## src/rtl/reg_write_arbiter.sv

```systemverilog
// Register-file write port shared by two requesters, with an optional
// post-reset sweep that writes each address 0..INIT_LAST with its own index.
module reg_write_arbiter #(
  parameter bit          INIT_EN   = 1'b1,
  parameter int unsigned INIT_LAST = 6
) (
  input  logic       clk,
  input  logic       rst,
  input  logic       req0,
  input  logic [2:0] addr0,
  input  logic [7:0] data0,
  input  logic       req1,
  input  logic [2:0] addr1,
  input  logic [7:0] data1,
  output logic       gnt0,
  output logic       gnt1,
  output logic       write_reg,
  output logic [2:0] write_addr,
  output logic [7:0] write_data,
  output logic       init_done
);

  localparam int NUM_REQ = 2;
  localparam logic [2:0] LAST_K = 3'(INIT_LAST);

  typedef enum logic {S_INIT, S_ARB} state_t;
  localparam state_t RST_STATE = INIT_EN ? S_INIT : S_ARB;

  logic [NUM_REQ-1:0]      req;
  logic [NUM_REQ-1:0][2:0] addr;
  logic [NUM_REQ-1:0][7:0] data;

  assign req  = {req1, req0};
  assign addr = {addr1, addr0};
  assign data = {data1, data0};

  state_t             state_q, state_d;
  logic [2:0]         k_q, k_d;
  logic               last_q, last_d;
  logic [NUM_REQ-1:0] gnt_q, gnt_d;
  logic               wr_q, wr_d;
  logic [2:0]         waddr_q, waddr_d;
  logic [7:0]         wdata_q, wdata_d;
  logic               done_q, done_d;
  logic [NUM_REQ-1:0] elig;
  logic               win;

  // A requester whose grant is showing this cycle is not eligible again yet.
  assign elig = req & ~gnt_q;

  always_comb begin
    state_d = state_q;
    k_d     = k_q;
    last_d  = last_q;
    gnt_d   = '0;
    wr_d    = 1'b0;
    waddr_d = waddr_q;
    wdata_d = wdata_q;
    done_d  = done_q;
    win     = 1'b0;
    case (state_q)
      S_INIT: begin
        wr_d    = 1'b1;
        waddr_d = k_q;
        wdata_d = {5'b0, k_q};
        k_d     = k_q + 3'd1;
        if (k_q == LAST_K) state_d = S_ARB;
      end
      default: begin
        done_d = 1'b1;
        if (elig != '0) begin
          // On a tie the requester not granted last time wins.
          win            = (elig == 2'b11) ? ~last_q : elig[1];
          gnt_d[win]     = 1'b1;
          wr_d           = 1'b1;
          waddr_d        = addr[win];
          wdata_d        = data[win];
          last_d         = win;
        end
      end
    endcase
  end

  always_ff @(posedge clk or negedge rst) begin
    if (!rst) begin
      state_q <= RST_STATE;
      k_q     <= '0;
      last_q  <= 1'b1;
      gnt_q   <= '0;
      wr_q    <= 1'b0;
      waddr_q <= '0;
      wdata_q <= '0;
      done_q  <= 1'b0;
    end else begin
      state_q <= state_d;
      k_q     <= k_d;
      last_q  <= last_d;
      gnt_q   <= gnt_d;
      wr_q    <= wr_d;
      waddr_q <= waddr_d;
      wdata_q <= wdata_d;
      done_q  <= done_d;
    end
  end

  assign gnt0       = gnt_q[0];
  assign gnt1       = gnt_q[1];
  assign write_reg  = wr_q;
  assign write_addr = waddr_q;
  assign write_data = wdata_q;
  assign init_done  = done_q;

endmodule

```

## config.mk

```make
export PLATFORM = sky130hd
export DESIGN_NAME = reg_write_arbiter
export DESIGN_NICKNAME = d
export VERILOG_FILES = /design/src/rtl/reg_write_arbiter.sv
export SDC_FILE = /design/constraint.sdc
export NUM_CORES = 1
export LEC_CHECK = 0
export CELL_PAD_IN_SITES_DETAIL_PLACEMENT = 2
export CELL_PAD_IN_SITES_GLOBAL_PLACEMENT = 2
export CORE_ASPECT_RATIO = 1.2
export CORE_MARGIN = 1
export CORE_UTILIZATION = 29
export CTS_BUF_LIST = sky130_fd_sc_hd__clkbuf_2 sky130_fd_sc_hd__clkbuf_4 sky130_fd_sc_hd__clkbuf_8
export DETAILED_ROUTE_END_ITERATION = 8
export MAX_ROUTING_LAYER = met4
export PLACE_DENSITY = 0.88
export SYNTH_ARGS = -nofsm -noshare
export SYNTH_HDL_FRONTEND = slang
export SYNTH_SLANG_ARGS = --single-unit
```

## constraint.sdc

```tcl
create_clock -name clk -period 3.5 [get_ports clk]
set_input_delay 0.7 -clock clk [delete_from_list [all_inputs] [get_ports clk]]
set_output_delay 0.7 -clock clk [all_outputs]
set_load 0.02 [all_outputs]
```

==> results of run 1 <==
-- per-layer routing --
metal | up-vias | routed length [µm] | GRT usage
li1 | 453 | - | -
met1 | 491 | 1570 | 0.249
met2 | 34 | 1610 | 0.314
met3 | 4 | 159 | 0.0205
met4 | 0 | 43 | 0.0640
met5 | - | 0 | -
-- cells in the mapped netlist (2+ instances only) --
master / count
nand3_1: 6
a21o_1: 2
buf_6: 4
o2111ai_1: 11
xnor2_1: 2
ha_1: 2
nand4_1: 28
buf_2: 4
nand2b_1: 5
and2b_4: 2
dfrtp_1: 19
buf_4: 4
inv_1: 2
-- cell type report --
cell class / count / area, µm² / area share
clock buffer: 4 / 55.1 / 0.0372
inverter: 2 / 7.51 / 0.00507
multi-input combinational: 65 / 469 / 0.317
sequential: 20 / 502 / 0.339
tap: 37 / 46.3 / 0.0313
timing repair buffer: 40 / 400 / 0.270
-- power breakdown --
part           switching, mW  internal (mW)
clock network         0.0826          0.100
logic                  0.118          0.116
registers             0.0297          0.269
total                  0.231          0.485
-- logic make-up after synthesis --
logic type | after synthesis | synth area share
AND/OR/NAND/NOR | 45 | 0.275
adder cells (fa/ha/maj) | 2 | 0.0233
multiplexers | 1 | 0.00932
XOR/XNOR | 2 | 0.0163
buffers and inverters | 14 | 0.0956
AO/OA/AOI/OAI | 15 | 0.113
flip-flops | 20 | 0.467
-- stage by stage --
stage / total power [mW] / utilization
floorplan: 0.419 / -
global placement: 0.529 / 0.416
detailed placement: 0.537 / 0.416
CTS: 0.722 / 0.432
global route: 0.749 / 0.432
finish: 0.716 / 0.432
-- worst paths after layout --
| kind | from | endpoint | slack (ns) | cells after the start |
|---|---|---|---|---|
| worst max-delay path | write_data[0]$_DFFE_PN0P_ | write_data[0] | 1.55 | 1 |
| worst min-delay path | init_done$_DFFE_PN0P_ | init_done$_DFFE_PN0P_ | 0.47 | 1 |
| worst max register to register | state_q$_DFF_PN0_ | last_q$_DFFE_PN1P_ | 1.72 | 2 |
| worst min register to register | init_done$_DFFE_PN0P_ | init_done$_DFFE_PN0P_ | 0.47 | 1 |
| max in group asynchronous | rst | gnt_q[0]$_DFF_PN0_ | 1.94 | 1 |
| min in group asynchronous | rst | write_data[3]$_DFFE_PN0P_ | 0.97 | 1 |
==> results.ini, run 1 <==
[clocking]
clk_pin_slew_ns = 0.08
post-cts-setup-buffers = 0
clk_latency_ns = 0.26
clockRootBuffer = clkbuf_8
numCtsBuffers = 3
cts_sinks = 20
cts_resized = 0
hold_buffers = 0
htree_levels = 1
cts_tree = done
clock_path_buffers = 2

[critical_path]
cp_data_arrival_time_ns = 1.25
worstSetupEndpointType = output pin
crit_fanout = 2
path_buf_inv = 1
critical_path_class = flop to output pin
critical_path_required_ns = 2.80
critPathMaxStageDelay_ns = 0.61
slowest_stage = clkdlybuf4s50_1
path_cells = clkdlybuf4s50_1
crit_family = buffers and inverters
start_kind = flop

[floorplanning]
io_pins = 41
die_area_um2 = 3950
die_x_um = 57.5
initial_core_util = 0.313
std_cell_rows = 23
fp.dieH_um = 68.7
coreArea_um2 = 3420

[yosys]
ys.flop_type = dfrtp_1
ys_ff_latch = 20
synth_edf_count = 0
synth_top_area_frac = 0.443
ys_warn_count = 0
synth_area_um2 = 1070
ys_async_sr_fraction = 1.00
synth_area_leaders = dfrtp_1, nand4_1, o2111ai_1, buf_6, nand2b_1
syn-mean-instance-area_um2 = 10.8
synth_top_area_cell = dfrtp_1
syn_nets = 127
yosys.cell_types.count = 21
seq_area_frac_synth = 0.467
syn_inst = 99

[detailed_routing]
dr.pass1.iters = 6
drt.antenna.violating_nets = 0
drc = 6
post_drt_wl_per_cell_um = 20.1
drt-initial-drc-count = 24
drt-total-wl_mm = 3.38
vias = 982
vias_per_cell = 5.85

[pwr]
power_leakage_nw = 0.590
vdd_ir_drop_max_uv = 168
powerDensity_nw_per_um2 = 484

[run]
cap_viol_max_count = 0

[timing]
setup_ws_ns = 1.55
relSlewSlack = 0.144
final.min_clock_period_ns = 1.95
rsz0062_at_grt = false
hold_viol = 0
fin_crit_sh = 0.557
finalSetupViolCount = 0
holdWs_ns = 0.467
slew_viol_final = 0
setup-tns-final_ns = 0
max_freq_mhz = 513
clock_skew_ns = 0.00442
worstMarginPinSlew_ns = 1.28

[global_route]
grt_pass1_wl_mm = 5.51
grtUsageTotal = 0.192
grt_overflow = 0
grt_pass1_vias = 1111
grt_max_degree = 45
antenna_found_initial = 0

[min_path]
min_path_type = flop to flop

[finish]
nets = 160
layout_common_cells = clkdlybuf4s50_1, nand4_1, dfrtp_1
layout-drive-gt1-share = 0.0687
syn_to_final_growth_pct = 37.9
fillers = 376
largest_reg_flops = 8
layout_commonest_cell = clkdlybuf4s50_1
diodes = 0
post-route-cell-area_um2 = 1480
layoutNonFillerInstCount = 168

[placement]
dpl_worst_slack_ns = 1.35
placed_area_um2 = 1430
hpwl_mm = 2.27
io_buffers = 40
dp.cells = 164
routabilityCongestion = 0.733

[outcome]
run_status = complete, but fails checks
violations = design-rule violations

Power figures use the tool's default switching activity.
==> run 2: changes to the inputs <==
--- a/config.mk
+++ b/config.mk
@@ -9,11 +9,11 @@
 export CELL_PAD_IN_SITES_GLOBAL_PLACEMENT = 2
 export CORE_ASPECT_RATIO = 1.2
 export CORE_MARGIN = 1
-export CORE_UTILIZATION = 29
+export CORE_UTILIZATION = 27
 export CTS_BUF_LIST = sky130_fd_sc_hd__clkbuf_2 sky130_fd_sc_hd__clkbuf_4 sky130_fd_sc_hd__clkbuf_8
 export DETAILED_ROUTE_END_ITERATION = 8
 export MAX_ROUTING_LAYER = met4
-export PLACE_DENSITY = 0.88
+export PLACE_DENSITY = 0.83
 export SYNTH_ARGS = -nofsm -noshare
 export SYNTH_HDL_FRONTEND = slang
 export SYNTH_SLANG_ARGS = --single-unit
==> constraint.sdc (replaced) <==
create_clock -name clk -period 2.05 [get_ports clk]
set_input_delay 0.41 -clock clk [delete_from_list [all_inputs] [get_ports clk]]
set_output_delay 0.41 -clock clk [all_outputs]
set_load 0.02 [all_outputs]
==> results.ini, run 2 (synthesis gave the netlist of run 1 again) <==
[pwr]
switchingPower_uw = 403
p_sw_frac = 0.304
vdd_ir_drop_max_uv = 267
p_int_uw = 922
clkPwrFrac = 0.309
p_total_mw = 1.33
seq_power_share = 0.386
combPwrFrac = 0.305
powerDensity_nw_per_um2 = 862
power_leakage_nw = 0.610

[detailed_routing]
vias_per_cell = 5.34
drt-total-wl_mm = 3.49
post_drt_wl_per_cell_um = 18.8
dr.pass1.iters = 4
drt-initial-drc-count = 28
vias = 994
drc = 0
drt.antenna.violating_nets = 0

[clocking]
clk_latency_ns = 0.27
cts_resized = 0
cts_sinks = 20
clock_path_buffers = 2
post-cts-setup-buffers = 0
hold_buffers = 0
numCtsBuffers = 3
clockRootBuffer = clkbuf_8
htree_levels = 1
clk_pin_slew_ns = 0.08
cts_tree = done

[floorplanning]
fp.dieH_um = 71.1
coreArea_um2 = 3720
initial_core_util = 0.288
die_area_um2 = 4230
die_x_um = 59.6
io_pins = 41
std_cell_rows = 24

[timing]
fin_crit_sh = 0.820
relSlewSlack = 0.658
finalSetupViolCount = 0
hold_viol = 0
holdWs_ns = 0.476
clock_skew_ns = 0.00133
rsz0062_at_grt = false
final.min_clock_period_ns = 1.68
slew_viol_final = 0
max_freq_mhz = 595
setup-tns-final_ns = 0
worstMarginPinSlew_ns = 0.512

[finish]
syn_to_final_growth_pct = 43.2
diodes = 0
layout-drive-gt1-share = 0.0896
layout_commonest_cell = clkdlybuf4s50_1
largest_reg_flops = 8
layout_common_cells = clkdlybuf4s50_1, nand4_1, dfrtp_1
layoutNonFillerInstCount = 186
nets = 163
fin_util = 0.413

[critical_path]
path_buf_inv = 1
worstSetupEndpointType = output pin
slowest_stage = clkdlybuf4s50_1
rrSetupSlack_ns = 0.50
crit_fanout = 2
critical_path_class = flop to output pin
critPathMaxStageDelay_ns = 0.62
crit_family = buffers and inverters
start_kind = flop
cp_data_arrival_time_ns = 1.27
path_cells = clkdlybuf4s50_1
critical_path_required_ns = 1.64

[min_path]
min_path_type = input port to asynchronous set/reset pin

[outcome]
run_status = finished, final reports clean

[global_route]
antenna_found_initial = 0
grt_overflow = 0
grt_pass1_vias = 1093
grtUsageTotal = 0.193
grt_max_degree = 45
grt_pass1_wl_mm = 5.63

[placement]
routabilityCongestion = 0.747
hpwl_mm = 2.30
io_buffers = 40
dp.cells = 182

[run]
cap_viol_max_count = 0

[run 2: metal layers]
layer | track usage | up-vias | part of all wire
met4 | 0.114 | 0 | 0.028
met1 | 0.222 | 495 | 0.43
met5 | - | - | 0
met3 | 0.0439 | 5 | 0.057
met2 | 0.301 | 36 | 0.49
li1 | - | 458 | -
[run 2: final timing paths]
check                                               start                         to  cells after the start
worst min register to register      init_done$_DFFE_PN0P_      init_done$_DFFE_PN0P_                      1
worst min-delay path                                  rst  write_data[6]$_DFFE_PN0P_                      2
worst max-delay path            write_data[0]$_DFFE_PN0P_              write_data[0]                      1
min in group clk                    init_done$_DFFE_PN0P_      init_done$_DFFE_PN0P_                      1
max in group asynchronous                             rst         last_q$_DFFE_PN1P_                      2
worst max register to register         last_q$_DFFE_PN1P_  write_data[0]$_DFFE_PN0P_                      4
[run 2: power groups by stage]
| stage | clock [mW] | combinational, mW | sequential (mW) |
|---|---|---|---|
| 6_report | 0.410 | 0.404 | 0.512 |
| 5_1_grt | 0.436 | 0.433 | 0.521 |
| 4_1_cts | 0.420 | 0.409 | 0.513 |
| 3_5_place_dp | 0 | 0.403 | 0.519 |
| 3_3_place_gp | 0 | 0.392 | 0.517 |
| 2_1_floorplan | 0 | 0.146 | 0.569 |
[run 2: layout make-up]
class	count	area (µm²)
Timing Repair Buffer	43	423
Sequential cell	20	502
Clock inverter	1	30.0
Clock buffer	3	41.3
Inverter	2	7.51
Fill cell	420	2190
Multi-Input combinational cell	65	469
Tap cell	52	65.1
[run 2: stage by stage]
step	area [µm²]	setup slack [ns]
2_1_floorplan	1070	0.904
3_3_place_gp	1470	0.317
3_5_place_dp	1470	0.299
4_1_cts	1540	0.355
5_1_grt	1540	0.314
6_report	1540	0.368
==> run 3: changes to the inputs <==
==> constraint.sdc (replaced) <==
create_clock -name clk -period 1.55 [get_ports clk]
set_input_delay 0.31 -clock clk [delete_from_list [all_inputs] [get_ports clk]]
set_output_delay 0.31 -clock clk [all_outputs]
set_load 0.02 [all_outputs]
==> results.ini, run 3 (synthesis gave the netlist of run 1 again) <==
[finish]
fillers = 419
post-route-cell-area_um2 = 1560
syn_to_final_growth_pct = 45.6
layout_commonest_cell = nand4_1
layout-drive-gt1-share = 0.116
diodes = 0
fin_util = 0.420
nets = 167
largest_reg_flops = 8
layoutNonFillerInstCount = 190
layout_common_cells = nand4_1, clkdlybuf4s50_1, dfrtp_1

[global_route]
grt_overflow = 0
grt_max_degree = 30
grt_pass1_vias = 1094
grt_pass1_wl_mm = 5.73
grtUsageTotal = 0.187
antenna_found_initial = 0

[floorplanning]
std_cell_rows = 24
coreArea_um2 = 3720
fp.dieH_um = 71.1
io_pins = 41
die_x_um = 59.6
die_area_um2 = 4230
initial_core_util = 0.288

[critical_path]
path_cells = clkdlybuf4s50_1
cp_data_arrival_time_ns = 1.18
critPathMaxStageDelay_ns = 0.59
start_kind = flop
worstSetupEndpointType = output pin
crit_family = buffers and inverters
path_buf_inv = 1
critical_path_class = flop to output pin
crit_fanout = 1
critical_path_required_ns = 1.24
slowest_stage = clkdlybuf4s50_1

[detailed_routing]
vias_per_cell = 5.41
drt.antenna.violating_nets = 0
drt-total-wl_mm = 3.58
m1WireLength_mm = 1.56
vias = 1027
top_layer = met4
drt-initial-drc-count = 30
post_drt_wl_per_cell_um = 18.8
met3_length_um = 147
drc = 0
dr.pass1.iters = 2
route.met2.wl_mm = 1.84

[clocking]
clk_pin_slew_ns = 0.07
htree_levels = 1
cts_tree = done
hold_buffers = 0
clock_path_buffers = 2
cts_sinks = 20
numCtsBuffers = 3
clk_latency_ns = 0.26
clockRootBuffer = clkbuf_8

[placement]
routabilityCongestion = 0.739
io_buffers = 40
placed_area_um2 = 1510
dp.cells = 186
hpwl_mm = 2.58
dpl_worst_slack_ns = -0.0373

[timing]
relSlewSlack = 0.814
setup-tns-final_ns = 0
finalSetupViolCount = 0
rsz0062_at_grt = false
hold_viol = 0
max_freq_mhz = 673
slew_viol_final = 0
holdWs_ns = 0.394
worstMarginPinSlew_ns = 0.279
setup_ws_ns = 0.0643
final.min_clock_period_ns = 1.49
clock_skew_ns = 0.00257
fin_crit_sh = 0.959

[min_path]
min_path_type = input port to asynchronous set/reset pin

[pwr]
p_total_mw = 1.57
p_sw_frac = 0.324
switchingPower_uw = 510
power_leakage_nw = 0.705
combPwrFrac = 0.346
powerDensity_nw_per_um2 = 1010
p_int_mw = 1.06
clkPwrFrac = 0.236
vdd_ir_drop_max_uv = 284
seq_power_share = 0.418

[outcome]
run_status = finished, final reports clean

[run]
cap_viol_max_count = 0

-- run 3: path summary, 6_finish.rpt --
| kind | from | to | depth (start not counted) | slack, ns |
|---|---|---|---|---|
| min in group clk | init_done$_DFFE_PN0P_ | init_done$_DFFE_PN0P_ | 1 | 0.50 |
| hold reg to reg | init_done$_DFFE_PN0P_ | init_done$_DFFE_PN0P_ | 1 | 0.50 |
| max in group asynchronous | rst | last_q$_DFFE_PN1P_ | 2 | 0.88 |
| setup / recovery | write_reg$_DFF_PN0_ | write_reg | 1 | 0.06 |
| setup reg to reg | last_q$_DFFE_PN1P_ | write_addr[2]$_DFFE_PN0P_ | 4 | 0.29 |
| hold / removal | rst | write_data[6]$_DFFE_PN0P_ | 2 | 0.39 |
-- run 3: final cells by class --
class                   instances  area (µm²)  share of cell area
clock buffers                   4        48.8              0.0312
flip-flops and latches         20         502               0.321
inverters                       2        7.51             0.00480
multi-input cells              65         469               0.300
repair buffers                 47         470               0.301
well taps                      52        65.1              0.0416
-- run 3: power by group through the flow --
| stage | clock network (mW) | registers, mW | logic [mW] |
|---|---|---|---|
| after floorplan | 0 | 0.753 | 0.194 |
| after global placement | 0 | 0.662 | 0.562 |
| after detailed placement | 0 | 0.668 | 0.580 |
| after CTS | 0.389 | 0.658 | 0.558 |
| after global routing | 0.411 | 0.667 | 0.580 |
| final | 0.371 | 0.657 | 0.544 |
-- run 3: per-layer routing --
layer / global-route usage / vias up
li1: - / 467
met1: 0.226 / 527
met2: 0.312 / 31
met3: 0.0311 / 2
met4: 0.0620 / 0
met5: - / -
-- run 3: timing repair --
item / 4_1_cts / 5_1_grt
buffers inserted: 0 / 0
gates resized for setup: 8 / 6
cloned: 0 / 0
pin swaps: 0 / 0
setup endpoints to repair: 8 / 6
